File: src/rtl/npu_cmd_pkg.sv
// Shared types and constants for the NPU command path.
//   job_cmd_t    : one layer job as queued from the softcore (in_ptr, out_ptr, size)
//   disp_state_e : dispatcher FSM encoding
//   clamp_size   : limit an element count to the largest size the unit accepts
package npu_cmd_pkg;

  localparam int unsigned MaxSizeDefault = 256;
  localparam int unsigned CmdWidth       = 96;

  typedef struct packed {
    logic [31:0] in_ptr;
    logic [31:0] out_ptr;
    logic [31:0] size;
  } job_cmd_t;

  typedef enum logic [1:0] {
    StIdle,
    StIssue,
    StWaitDone,
    StRespond
  } disp_state_e;

  function automatic logic [31:0] clamp_size(input logic [31:0] size,
                                             input logic [31:0] max_size);
    return (size > max_size) ? max_size : size;
  endfunction

endpackage

File: src/rtl/cmd_fifo.sv
// Synchronous FIFO for queued job commands.
//   push_i/wdata_i : write, ignored when full
//   pop_i/rdata_o  : rdata_o shows the head; pop ignored when empty
//   full_o/empty_o : occupancy flags
// Push and pop may coincide at any fill level.
module cmd_fifo #(
  parameter int unsigned Width = 96,
  parameter int unsigned Depth = 4
) (
  input  logic             clk,
  input  logic             rst_n,
  input  logic             push_i,
  input  logic [Width-1:0] wdata_i,
  input  logic             pop_i,
  output logic [Width-1:0] rdata_o,
  output logic             full_o,
  output logic             empty_o
);

  localparam int unsigned AddrW = $clog2(Depth);
  localparam logic [AddrW:0] PtrOne = 1;

  // Pointers carry one extra wrap bit to tell full from empty.
  logic [AddrW:0]   wr_ptr_q, rd_ptr_q;
  logic [Width-1:0] mem_q [Depth];
  logic             do_push, do_pop;

  assign full_o  = (wr_ptr_q[AddrW] != rd_ptr_q[AddrW]) &&
                   (wr_ptr_q[AddrW-1:0] == rd_ptr_q[AddrW-1:0]);
  assign empty_o = (wr_ptr_q == rd_ptr_q);
  assign do_push = push_i && !full_o;
  assign do_pop  = pop_i && !empty_o;
  assign rdata_o = mem_q[rd_ptr_q[AddrW-1:0]];

  always_ff @(posedge clk or negedge rst_n) begin
    if (!rst_n) begin
      wr_ptr_q <= '0;
      rd_ptr_q <= '0;
    end else begin
      if (do_push) wr_ptr_q <= wr_ptr_q + PtrOne;
      if (do_pop)  rd_ptr_q <= rd_ptr_q + PtrOne;
    end
  end

  always_ff @(posedge clk) begin
    if (do_push) mem_q[wr_ptr_q[AddrW-1:0]] <= wdata_i;
  end

endmodule

File: src/rtl/softmax_job_dispatcher.sv
// Queues softmax layer jobs and issues them one at a time to the softmax unit.
//   cmd_*    : job command input (valid/ready), buffered in cmd_fifo
//   unit_*   : start/ready/done job interface to softmax_unit
//   rsp_*    : in-order response (valid/ready) with result, timeout and clamp flags
//   busy_o   : a job is in flight or queued
//   jobs_done_o : count of popped responses, wraps
module softmax_job_dispatcher
  import npu_cmd_pkg::*;
#(
  parameter int unsigned Depth         = 4,
  parameter int unsigned MaxSize       = MaxSizeDefault,
  parameter int unsigned TimeoutCycles = 4096
) (
  input  logic        clk,
  input  logic        rst_n,
  input  logic        cmd_valid_i,
  output logic        cmd_ready_o,
  input  logic [31:0] cmd_in_ptr_i,
  input  logic [31:0] cmd_out_ptr_i,
  input  logic [31:0] cmd_size_i,
  output logic        unit_start_o,
  output logic [31:0] unit_input_ptr_o,
  output logic [31:0] unit_output_ptr_o,
  output logic [31:0] unit_size_o,
  input  logic        unit_ready_i,
  input  logic        unit_done_i,
  input  logic [31:0] unit_result_i,
  output logic        rsp_valid_o,
  input  logic        rsp_ready_i,
  output logic [31:0] rsp_result_o,
  output logic        rsp_timeout_o,
  output logic        rsp_clamped_o,
  output logic        busy_o,
  output logic [15:0] jobs_done_o
);

  localparam int unsigned    WdW       = $clog2(TimeoutCycles + 1);
  localparam logic [WdW-1:0] WdOne     = 1;
  localparam logic [WdW-1:0] WdLast    = WdW'(TimeoutCycles - 1);
  localparam logic [31:0]    MaxSize32 = 32'(MaxSize);

  disp_state_e    state_q, state_d;
  job_cmd_t       fifo_wdata, fifo_rdata, job_q;
  logic           fifo_full, fifo_empty, fifo_pop;
  logic [31:0]    head_size;
  logic           start_q, clamped_q, timeout_q;
  logic [31:0]    result_q;
  logic [WdW-1:0] wdog_q;
  logic [15:0]    jobs_done_q;
  logic           issue_fire, done_take, wd_expire, rsp_fire;

  assign fifo_wdata = '{in_ptr: cmd_in_ptr_i, out_ptr: cmd_out_ptr_i, size: cmd_size_i};

  cmd_fifo #(
    .Width(CmdWidth),
    .Depth(Depth)
  ) u_cmd_fifo (
    .clk    (clk),
    .rst_n  (rst_n),
    .push_i (cmd_valid_i),
    .wdata_i(fifo_wdata),
    .pop_i  (fifo_pop),
    .rdata_o(fifo_rdata),
    .full_o (fifo_full),
    .empty_o(fifo_empty)
  );

  assign head_size  = clamp_size(fifo_rdata.size, MaxSize32);
  assign fifo_pop   = (state_q == StIdle) && !fifo_empty;
  assign issue_fire = (state_q == StIssue) && unit_ready_i;
  // start_q is high only in the first WAIT_DONE cycle; a done there is stale.
  assign done_take  = (state_q == StWaitDone) && unit_done_i && !start_q;
  assign wd_expire  = (state_q == StWaitDone) && (wdog_q == WdLast);
  assign rsp_fire   = (state_q == StRespond) && rsp_ready_i;

  // State register
  always_ff @(posedge clk or negedge rst_n) begin
    if (!rst_n) state_q <= StIdle;
    else        state_q <= state_d;
  end

  // Next-state logic
  always_comb begin
    state_d = state_q;
    unique case (state_q)
      StIdle:     if (!fifo_empty) state_d = (head_size == '0) ? StRespond : StIssue;
      StIssue:    if (unit_ready_i) state_d = StWaitDone;
      StWaitDone: if (done_take || wd_expire) state_d = StRespond;
      StRespond:  if (rsp_ready_i) state_d = StIdle;
      default:    state_d = StIdle;
    endcase
  end

  // Outputs
  always_comb begin
    cmd_ready_o = !fifo_full;
    rsp_valid_o = (state_q == StRespond);
    busy_o      = (state_q != StIdle) || !fifo_empty;
  end

  // Datapath registers
  always_ff @(posedge clk or negedge rst_n) begin
    if (!rst_n) begin
      job_q       <= '0;
      start_q     <= 1'b0;
      clamped_q   <= 1'b0;
      timeout_q   <= 1'b0;
      result_q    <= '0;
      wdog_q      <= '0;
      jobs_done_q <= '0;
    end else begin
      start_q <= issue_fire;
      if (fifo_pop) begin
        job_q     <= '{in_ptr: fifo_rdata.in_ptr, out_ptr: fifo_rdata.out_ptr, size: head_size};
        clamped_q <= (fifo_rdata.size > MaxSize32);
        result_q  <= '0;
        timeout_q <= 1'b0;
      end
      if (issue_fire)                   wdog_q <= '0;
      else if (state_q == StWaitDone)   wdog_q <= wdog_q + WdOne;
      // Done beats an expiry in the same cycle.
      if (done_take)      result_q  <= unit_result_i;
      else if (wd_expire) timeout_q <= 1'b1;
      if (rsp_fire) jobs_done_q <= jobs_done_q + 16'd1;
    end
  end

  assign unit_start_o      = start_q;
  assign unit_input_ptr_o  = job_q.in_ptr;
  assign unit_output_ptr_o = job_q.out_ptr;
  assign unit_size_o       = job_q.size;
  assign rsp_result_o      = result_q;
  assign rsp_timeout_o     = timeout_q;
  assign rsp_clamped_o     = clamped_q;
  assign jobs_done_o       = jobs_done_q;

endmodule

File: config.mk
export PLATFORM = sky130hd
export DESIGN_NAME = softmax_job_dispatcher
export DESIGN_NICKNAME = d
export VERILOG_FILES = /design/src/rtl/npu_cmd_pkg.sv /design/src/rtl/cmd_fifo.sv /design/src/rtl/softmax_job_dispatcher.sv
export SDC_FILE = /design/constraint.sdc
export NUM_CORES = 1
export LEC_CHECK = 0
export ABC_AREA = 1
export CAP_MARGIN = 10
export CORE_MARGIN = 4
export CORE_UTILIZATION = 35
export CTS_CLUSTER_SIZE = 28
export DETAILED_ROUTE_END_ITERATION = 6
export PLACE_DENSITY_LB_ADDON = 0.15
export RECOVER_POWER = 25
export SLEW_MARGIN = 20
export SYNTH_ARGS = -nofsm -noshare
export SYNTH_HDL_FRONTEND = slang
export SYNTH_HIERARCHICAL = 1
export SYNTH_SLANG_ARGS = --single-unit
export TNS_END_PERCENT = 5
File: constraint.sdc
create_clock -name clk -period 5.85 [get_ports clk]
set_input_delay 0.8775 -clock clk [delete_from_list [all_inputs] [get_ports clk]]
set_output_delay 0.8775 -clock clk [all_outputs]
set_load 0.05 [all_outputs]
==> flow_summary.yaml <==
worst_setup_path:
  worst-setup-path-type: "flip-flop to primary output"
  timing.critical_path.from_type: "flip-flop"
  crit_slowest_cell: "clkdlybuf4s50_1"
  cpMostUsedCell: "nand2_1"
  worst_ep_required_time_ns: 4.97
  end_kind: "primary output"
  path_cells: "inv_6 > nand2_1 > nand2_1 > nand3_2 > inv_1 > nand2_1 > clkdlybuf4s50_1"
  cp_slowest_stage_delay_ns: 0.73
  worst-path-max-fanout: 60
  cp.arrival_ns: 3.11
yosys:
  ys_seq_area_share_pct: 74.0
  synthesis.yosys.warnings: 6
  syn-cell-area_sq_um: 21300
  synth_top_flop_cell: "edfxtp_1"
  postSynthRegisterBits: 552
  synth_compound_gate_area_share_pct: 8.11
  post_synth_main_area_contributors: "edfxtp_1 (54%), dfrtp_1 (20%), nand2_1 (5.9%), nor2_1 (4.4%), o21ai_0 (2.9%)"
  asyncSetResetFlopFracSynth_pct: 30.4
  simple_gate_fraction_of_synth_area_pct: 12.9
  syn-num-nets: 1880
  syn_avg_cell_area_sq_um: 12.3
  synth-edff-count: 384
  synth_adder_area_share_pct: 0.706
  yosys.area_share.xor_xnor_pct: 0.700
  syn_inst: 1734
  muxShareOfSynthArea_pct: 0
  yosys.area.top_type_share_pct: 54.2
  ys_types: 36
  dominant_combinational_cell_family_by_area_after_synthesis: "simple AND/OR/NAND/NOR gates"
  synth_area_leader_cell: "edfxtp_1"
detailed_routing:
  drc: 0
  drt-initial-drc-count: 1045
  detail_route.first_pass.iterations: 6
  vias_per_cell: 4.80
  routed_wl_mm: 52.9
  vias: 13640
  ant_nets: 0
  wire_per_inst_um: 18.6
timing:
  achievable-frequency_mhz: 251
  hold_violations: 0
  period_minus_slack_ns: 3.99
  report.final.setup_viol: 0
  slew_headroom_pct: 30.4
  timing.setup.tns_ns: 0
  slew_viol_final: 0
  finClkSkew_ns: 0.0213
  min_period_over_period_pct: 68.2
  rsz0062_at_grt: "no"
  max_slew.worst_pin.slew_ns: 1.04
global_routing:
  grt_first_pass_wirelength_mm: 80.6
  globalRouteOverflowTotal: 0
  first_global_vias: 13723
  antenna_violations_before_repair: 12
  grt_start_max_net_pins: 104
  groute.usage.overall_pct: 16.0
cts:
  cts-buffers-inserted: 60
  clock_tree.buffer_depth: 3
  cts_setup_buffers: 0
  htree_num_levels: 2
  worst_setup_hold_path_clk_slew_ns: 0.06
  tritoncts_num_sinks: 552
  tritoncts: "yes"
  cts.repair.resized: 0
  postCtsHoldBufs: 0
  clock_latency_reported_for_the_late_side_of_the_worst_skew_pair_ns: 0.61
  cts_root_buffer: "clkbuf_16"
place:
  dp.final_hpwl_mm: 32.2
  globalplace.congestion: 0.774
  placed_cell_area_sq_um: 24800
  port-buffer-count: 283
floorplan:
  design.portCount: 284
  core_sq_um: 60200
  die_w_um: 255
  fp-row-count: 90
  die-area_sq_um: 64800
  die_h_um: 255
  start_util_pct: 35.3
min_path:
  worst_hold_path_type: "input pin to async pin"
power_and_ir_drop:
  power_density_nw_per_um2: 538
  leakage_nw: 10.2
  power_switching_share_pct: 39.1
  intPower_w: 0.00874
  power.sequential.fraction_pct: 39.2
  vdd.ir_drop.worst_mv: 0.286
  share_comb_of_total_power_pct: 36.0
  clock_group_share_of_total_power_pct: 24.8
  power.switching_w: 0.00561
final_layout:
  layout_cells_sized_above_1_pct: 6.85
  syn_to_final_growth_pct: 25.4
  post-route-cell-area_sq_um: 26700
  final_util_pct: 44.3
  nets: 2154
run:
  max_cap_viol_count: 0
run_status:
  outcome: "complete, no violations"
==> per-layer routing <==
| layer | vias up | wire length (um) | GRT usage (%) |
|---|---|---|---|
| met3 | 83 | 3620 | 4.55 |
| met5 | - | 47 | 0 |
| li1 | 6585 | - | - |
| met4 | 8 | 910 | 3.27 |
| met1 | 6632 | 23000 | 21.3 |
| met2 | 332 | 25300 | 26.7 |
==> flip-flops by register name, indices dropped and copies added (netlist names), 13 cells and up <==
name,count
unit_output_ptr_o,32
u_cmd_fifo/mem_q,384
jobs_done_o,16
wdog_q,13
rsp_result_o,32
unit_size_o,32
unit_input_ptr_o,32
==> cell type report <==
| class | count | area [sq um] |
|---|---|---|
| multi-input combinational | 1016 | 4790 |
| tap | 782 | 978 |
| inverter | 74 | 289 |
| timing repair buffer | 304 | 3010 |
| antenna | 4 | 10.0 |
| sequential | 552 | 15700 |
| clock buffer | 82 | 1660 |
| fill | 5494 | 33600 |
| clock inverter | 29 | 208 |
==> worst paths after layout <==
check / startpoint / endpoint / slack, ns / cells past startpoint
setup / recovery: u_cmd_fifo/rd_ptr_q[0] / busy_o / 1.86 / 7
hold / removal: rst_n / rsp_result_o[9] / 0.34 / 1
setup reg to reg: u_cmd_fifo/rd_ptr_q[1] / state_q[1] / 2.26 / 12
hold reg to reg: unit_input_ptr_o[17] / unit_input_ptr_o[17] / 0.47 / 2
max in group asynchronous: rst_n / unit_input_ptr_o[6] / 4.58 / 2
min in group clk: unit_input_ptr_o[17] / unit_input_ptr_o[17] / 0.47 / 2
==> power groups by stage <==
stage | clock (W) | combinational [W] | sequential (W)
after floorplan | 0 | 0.00245 | 0.00680
after global placement | 0 | 0.00524 | 0.00568
after detailed placement | 0 | 0.00527 | 0.00570
after CTS | 0.00369 | 0.00529 | 0.00563
after global routing | 0.00385 | 0.00571 | 0.00571
final | 0.00356 | 0.00517 | 0.00562
==> worst max-delay path, delay by kind of cell, from the launching register on <==
kind	cells	cell delay (ns)
DFF	1	0.66
buffers and inverters	3	1.34
and+or+nand+nor	4	0.49
==> metrics by stage <==
stage               worst slack, ns  power (W)  std cells  hold WS [ns]
finish                         1.86     0.0143       2843         0.337
global route                   1.61     0.0153       2839         0.396
CTS                            1.79     0.0146       2839         0.353
detailed placement             2.17     0.0110       2728         0.459
global placement               2.22     0.0109       2728         0.454
floorplan                     0.347    0.00925       1734         0.484
==> cells in the mapped netlist, types with 12 or more instances <==
cell type    n
ha_1        12
o21ai_0    124
o22ai_1     96
edfxtp_1   384
o21ai_1     78
buf_2       33
inv_1       64
nand3_1     53
a21oi_1     15
dfrtp_1    168
nand2_1    337
nor2_1     250
clkbuf_1    37
==> placed cells by master, fill, tap and decap left out, drive strengths merged <==
cell type | netlist | layout
a21oi | 15 | 15
buf | 53 | 21
bufinv | 0 | 2
clkbuf | 39 | 83
clkdlybuf4s50 | 0 | 218
clkinv | 2 | 26
clkinvlp | 0 | 3
dfrtp | 168 | 168
diode | 0 | 4
dlygate4sd3 | 0 | 64
edfxtp | 384 | 384
ha | 12 | 12
inv | 72 | 72
nand2 | 341 | 341
nand3 | 57 | 57
nand4 | 7 | 7
nor2 | 259 | 259
nor3 | 4 | 4
nor4 | 1 | 1
o21a | 1 | 1
o21ai | 202 | 202
o22ai | 96 | 96
o31ai | 3 | 3
o41ai | 1 | 1
xnor2 | 9 | 9
xor2 | 8 | 8
==> cell families after synthesis <==
logic type               after synthesis
buffers and inverters                166
AND/OR/NAND/NOR                      669
flip-flops                           552
XOR/XNOR                              17
adder cells (fa/ha/maj)               12
AO/OA/AOI/OAI                        318
No activity file was read; power rests on OpenSTA's default activity.
